`src/rtl/reg_arb_pkg.sv`:
```
// Shared definitions for the register write arbiter: requester count,
// default lock length, FSM encoding and a one-hot to index helper.
package reg_arb_pkg;

    localparam int NUM_REQ      = 4;
    localparam int LOCK_MAX_DEF = 8;

    typedef enum logic {
        IDLE  = 1'b0,
        GRANT = 1'b1
    } state_t;

    function automatic logic [1:0] oh_to_idx(input logic [NUM_REQ-1:0] oh);
        logic [1:0] idx;
        idx = 2'd0;
        for (int i = 0; i < NUM_REQ; i++) begin
            if (oh[i]) idx = 2'(i);
        end
        return idx;
    endfunction

endpackage

```
`src/rtl/rr_pick.sv`:
```
// Combinational round-robin picker: searches upward from last+1 with wrap,
// returns a one-hot winner and a valid flag.
module rr_pick
    import reg_arb_pkg::*;
(
    input  logic [NUM_REQ-1:0] req,
    input  logic [1:0]         last,
    output logic [NUM_REQ-1:0] winner,
    output logic               valid
);

    logic [1:0] idx;

    always_comb begin
        winner = '0;
        valid  = 1'b0;
        idx    = 2'd0;
        // i = 4 wraps back to last itself, so the previous winner is checked last
        for (int i = 1; i <= NUM_REQ; i++) begin
            idx = last + 2'(i);
            if (!valid && req[idx]) begin
                winner[idx] = 1'b1;
                valid       = 1'b1;
            end
        end
    end

endmodule

```
`src/rtl/reg_write_arbiter.sv`:
```
// Round-robin write arbiter in front of a shared N-bit register.
// Optional grant locking is enabled with macro REG_ARB_LOCK_EN.
//
//   state | meaning
//   IDLE  | no write issued this cycle, gnt = 0, load = 0
//   GRANT | one requester's write issued, gnt one-hot, load = 1
module reg_write_arbiter
    import reg_arb_pkg::*;
#(
    parameter int N        = 8,
    parameter int LOCK_MAX = LOCK_MAX_DEF
) (
    input  logic                 clk,
    input  logic                 clr,
    input  logic [NUM_REQ-1:0]   req,
    input  logic [NUM_REQ*N-1:0] wdata,
    output logic [NUM_REQ-1:0]   gnt,
    output logic                 load,
    output logic [N-1:0]         d,
    output logic                 busy
);

    if (LOCK_MAX < 1) begin : g_bad_lock_max
        $error("LOCK_MAX must be at least 1");
    end

    state_t             state, state_nxt;
    logic [1:0]         last_q, last_nxt;
    logic [NUM_REQ-1:0] pick, sel, gnt_nxt;
    logic               pick_valid, sel_valid, load_nxt;
    logic [1:0]         sel_idx;
    logic [N-1:0]       d_nxt;

    rr_pick u_rr_pick (
        .req    (req),
        .last   (last_q),
        .winner (pick),
        .valid  (pick_valid)
    );

`ifdef REG_ARB_LOCK_EN
    localparam int CW = $clog2(LOCK_MAX + 1);
    logic [CW-1:0] lock_q, lock_nxt;
    logic          hold;

    // Once the counter saturates the normal search runs; it visits the holder
    // last, so the holder only wins again when nobody else is requesting.
    assign hold = (state == GRANT) && |(req & gnt) && (lock_q < CW'(LOCK_MAX));
`endif

    always_comb begin
        sel       = pick;
        sel_valid = pick_valid;
`ifdef REG_ARB_LOCK_EN
        lock_nxt  = pick_valid ? CW'(1) : '0;
        if (hold) begin
            sel       = gnt;
            sel_valid = 1'b1;
            lock_nxt  = lock_q + CW'(1);
        end
`endif
        sel_idx   = oh_to_idx(sel);
        state_nxt = IDLE;
        gnt_nxt   = '0;
        load_nxt  = 1'b0;
        d_nxt     = d;
        last_nxt  = last_q;
        if (sel_valid) begin
            state_nxt = GRANT;
            gnt_nxt   = sel;
            load_nxt  = 1'b1;
            d_nxt     = wdata[int'(sel_idx)*N +: N];
            last_nxt  = sel_idx;
        end
    end

    always_ff @(posedge clk) begin
        if (clr) begin
            state  <= IDLE;
            gnt    <= '0;
            load   <= 1'b0;
            d      <= '0;
            last_q <= 2'd3;
`ifdef REG_ARB_LOCK_EN
            lock_q <= '0;
`endif
        end else begin
            state  <= state_nxt;
            gnt    <= gnt_nxt;
            load   <= load_nxt;
            d      <= d_nxt;
            last_q <= last_nxt;
`ifdef REG_ARB_LOCK_EN
            lock_q <= lock_nxt;
`endif
        end
    end

    assign busy = (state == GRANT);

endmodule

```
`config.mk`:
```
export PLATFORM = sky130hd
export DESIGN_NAME = reg_write_arbiter
export DESIGN_NICKNAME = d
export VERILOG_FILES = /design/src/rtl/reg_arb_pkg.sv /design/src/rtl/rr_pick.sv /design/src/rtl/reg_write_arbiter.sv
export SDC_FILE = /design/constraint.sdc
export NUM_CORES = 1
export LEC_CHECK = 0
export CORE_ASPECT_RATIO = 1.25
export CORE_UTILIZATION = 46
export DETAILED_ROUTE_END_ITERATION = 8
export GPL_TIMING_DRIVEN = 0
export HOLD_SLACK_MARGIN = 0.15
export MAX_ROUTING_LAYER = met4
export PLACE_DENSITY_LB_ADDON = 0.12
export SETUP_SLACK_MARGIN = 0.02
export SLEW_MARGIN = 25
export SYNTH_ARGS = -nofsm -noshare
export SYNTH_HDL_FRONTEND = slang
export SYNTH_HIERARCHICAL = 1
export SYNTH_SLANG_ARGS = --single-unit
```
`constraint.sdc`:
```
create_clock -name clk -period 7.1 [get_ports clk]
set_input_delay 1.065 -clock clk [delete_from_list [all_inputs] [get_ports clk]]
set_output_delay 1.065 -clock clk [all_outputs]
set_load 0.005 [all_outputs]
```
==> impl_metrics.json <==
{
  "skew_ns": 0.00192,
  "ys_seq_elements": 15,
  "gr-usage-all-layers": 0.238,
  "grt.busiest_layer": "met2",
  "syn-num-nets": 178,
  "numCtsBuffers": 3,
  "place_congestion": 0.748,
  "hold_buffers": 0,
  "num_antenna_cells": 0,
  "post_cts_buffers": 0,
  "grtUsageMet1": 0.273,
  "fillCellCount": 205,
  "synth.distinct_cells": 34,
  "routedWlPerCell_microns": 14.6,
  "die_y_microns": 61.0,
  "status": "finished clean",
  "synthCells": 132,
  "slowest_delay_ns": 0.59,
  "die_area_sq_um": 3000,
  "cts_root_buf": "clkbuf_4",
  "vias": 1178,
  "clockBufferDepth": 2,
  "htreeDepth": 1,
  "p_per_area_nw_per_um2": 359,
  "grt-ovfl-total": 0,
  "cp.required_ns": 7.26,
  "drcViolationCount": 0,
  "grt_pass1_vias": 1111,
  "synth.avg_cell_area_sq_um": 9.72,
  "die_w_microns": 49.2,
  "totalWireLength_microns": 3230,
  "grt_pass1_wl_microns": 5320,
  "crit_path_start_kind": "input port",
  "drtIter0Drc": 21,
  "hp-class": "flop to flop",
  "grt_use_met3": 0.0321,
  "nNetsFinal": 234,
  "fmax_mhz": 306,
  "yosysWarnings": 6,
  "fin_crit_sh": 0.460,
  "relSlewSlack": 0.655,
  "fin_tns_setup_ns": 0,
  "arrival_ns": 3.43,
  "area_growth_pct": 45.2,
  "crit_path_cell_trace": "clkdlybuf4s50_1 > or3b_1 > a2111o_1 > nand3_2 > a221o_1 > buf_6 > mux2_4 > nand2_1 > a41oi_2",
  "cts.reportedPaths.clkPinSlew_ns": 0.09,
  "cp_max_fo": 10,
  "drtAntennaViolNets": 0,
  "rsz0062_at_grt": "no",
  "clk_latency_ns": 0.28,
  "drive_gt1_frac": 0.176,
  "tightest_slew_ns": 0.512,
  "final_util": 0.702,
  "seqCellArea_sq_um": 300,
  "slowest_stage": "clkdlybuf4s50_1",
  "drv_cap": 0,
  "routed_via_density": 5.33,
  "syn-cell-area_sq_um": 1280,
  "cts_repair_resize_count": 0,
  "hpwl_microns": 2450,
  "start_util": 0.483,
  "grt_max_degree": 11,
  "multi_input_comb_area_sq_um": 898,
  "io_pins": 52,
  "firstDrtPassIters": 4,
  "yosysSeqAreaShare": 0.234,
  "critical_path_class": "input port to flop",
  "portBuffers": 51,
  "fin_crit_ns": 3.26,
  "slew_viol_final": 0,
  "antenna_found_initial": 0,
  "ir_drop_mv": 0.247,
  "setup_viol": 0,
  "p_leak_uw": 0.000738,
  "cts_sinks": 15,
  "hold_violations": 0,
  "rows": 21,
  "coreArea_sq_um": 2650,
  "gr-usage-met2": 0.436,
  "cts_tree": "yes",
  "end_kind": "flop"
}
==> metrics by stage <==
stage               hold WS (ns)  std cells  area, sq um  power, uW  setup slack [ns]
floorplan                  0.527        132         1280        478              4.28
global placement           0.518        217         1840        611              3.59
detailed placement         0.534        217         1840        623              3.52
CTS                        0.546        221         1860        672              3.83
global route               0.579        221         1860        722              3.71
finish                     0.543        221         1860        669              3.84
==> layout make-up <==
class,count,area share
clock buffers,4,0.0141
repair buffers,51,0.274
multi-input cells,102,0.483
flip-flops and latches,15,0.161
well taps,34,0.0228
plain buffers,9,0.0329
inverters,6,0.0121
==> logic make-up (layout without fill, tap and decap cells) <==
group	after synthesis	in the layout	synth area share
adders and majority gates	8	8	0.0781
DFF	15	15	0.234
buffers and inverters	15	70	0.0654
and+or+nand+nor	50	50	0.221
muxes	19	19	0.194
AOI/OAI and AO/OA	25	25	0.207
==> cell usage after synthesis, drive strengths merged <==
| cell type | count | area, sq um |
|---|---|---|
| mux4 | 1 | 26.3 |
| a2111o | 1 | 11.3 |
| nand3 | 1 | 10.0 |
| and2 | 4 | 26.3 |
| nor2 | 3 | 18.8 |
| nand2 | 21 | 78.8 |
| a221o | 4 | 40.0 |
| or2 | 1 | 6.26 |
| nor4b | 1 | 8.76 |
| buf | 8 | 57.6 |
| a21oi | 1 | 5.00 |
| dfxtp | 15 | 300 |
| o21bai | 8 | 60.1 |
| inv | 6 | 22.5 |
| o2111ai | 1 | 8.76 |
| nor3 | 1 | 5.00 |
| nor2b | 2 | 15.0 |
| mux2 | 10 | 143 |
| nand4 | 2 | 12.5 |
| o21ai | 2 | 10.0 |
| clkbuf | 1 | 3.75 |
| mux2i | 8 | 80.1 |
| nand3b | 10 | 75.1 |
| ha | 8 | 100 |
| nand2b | 3 | 18.8 |
| a41oi | 8 | 130 |
| or3b | 1 | 8.76 |
==> metal layers <==
metal,share of wire,routed length (microns)
met5,0,0
met4,0.0071,23
met3,0.041,132
met2,0.53,1710
met1,0.42,1370
==> state kept, by name, summed over array words and instances, names as in the netlist <==
signal  flops
gnt         4
last_q      2
busy        1
d           8
==> critical path: cells and delay by family <==
kind                   cells  cell delay, ns
buffers and inverters      2            0.76
AND/OR/NAND/NOR            3            0.59
multiplexers               1            0.31
AO/OA/AOI/OAI              3            0.68
==> layout by cell type, fill, tap and decap left out <==
cell type	count
buf_4	2
and2_1	3
buf_6	2
mux4_1	1
nor2b_1	1
or3b_1	1
a41oi_2	8
nand2_1	21
or2_1	1
ha_1	8
inv_1	6
o21ai_0	1
clkdlybuf4s50_1	51
mux2i_1	8
buf_2	4
clkbuf_4	3
nor2_4	1
nand3b_1	10
nor3_1	1
a221o_1	4
a2111o_1	1
nand4_1	2
nand2b_1	3
nor4b_1	1
nand3_2	1
and2_2	1
nor2_1	2
mux2_2	2
o2111ai_1	1
dfxtp_1	15
clkbuf_1	2
o21ai_1	1
mux2_4	8
a21oi_1	1
nor2b_2	1
o21bai_1	8
==> power by group <==
group / switching [uW] / internal (uW) / leakage, uW
logic: 226 / 253 / 0.000599
clock network: 27.4 / 21.8 / 0.0000150
registers: 23.5 / 117 / 0.000125
total: 277 / 392 / 0.000738
==> final timing paths <==
kind / startpoint / end / slack [ns] / depth (start not counted)
worst min register to register: d[7] / d[7] / 0.54 / 2
worst max-delay path: req[1] / d[5] / 3.84 / 9
worst max register to register: last_q[0] / d[5] / 3.99 / 10
worst min-delay path: d[7] / d[7] / 0.54 / 2
Note: power is estimated with default switching activity, not from simulation.
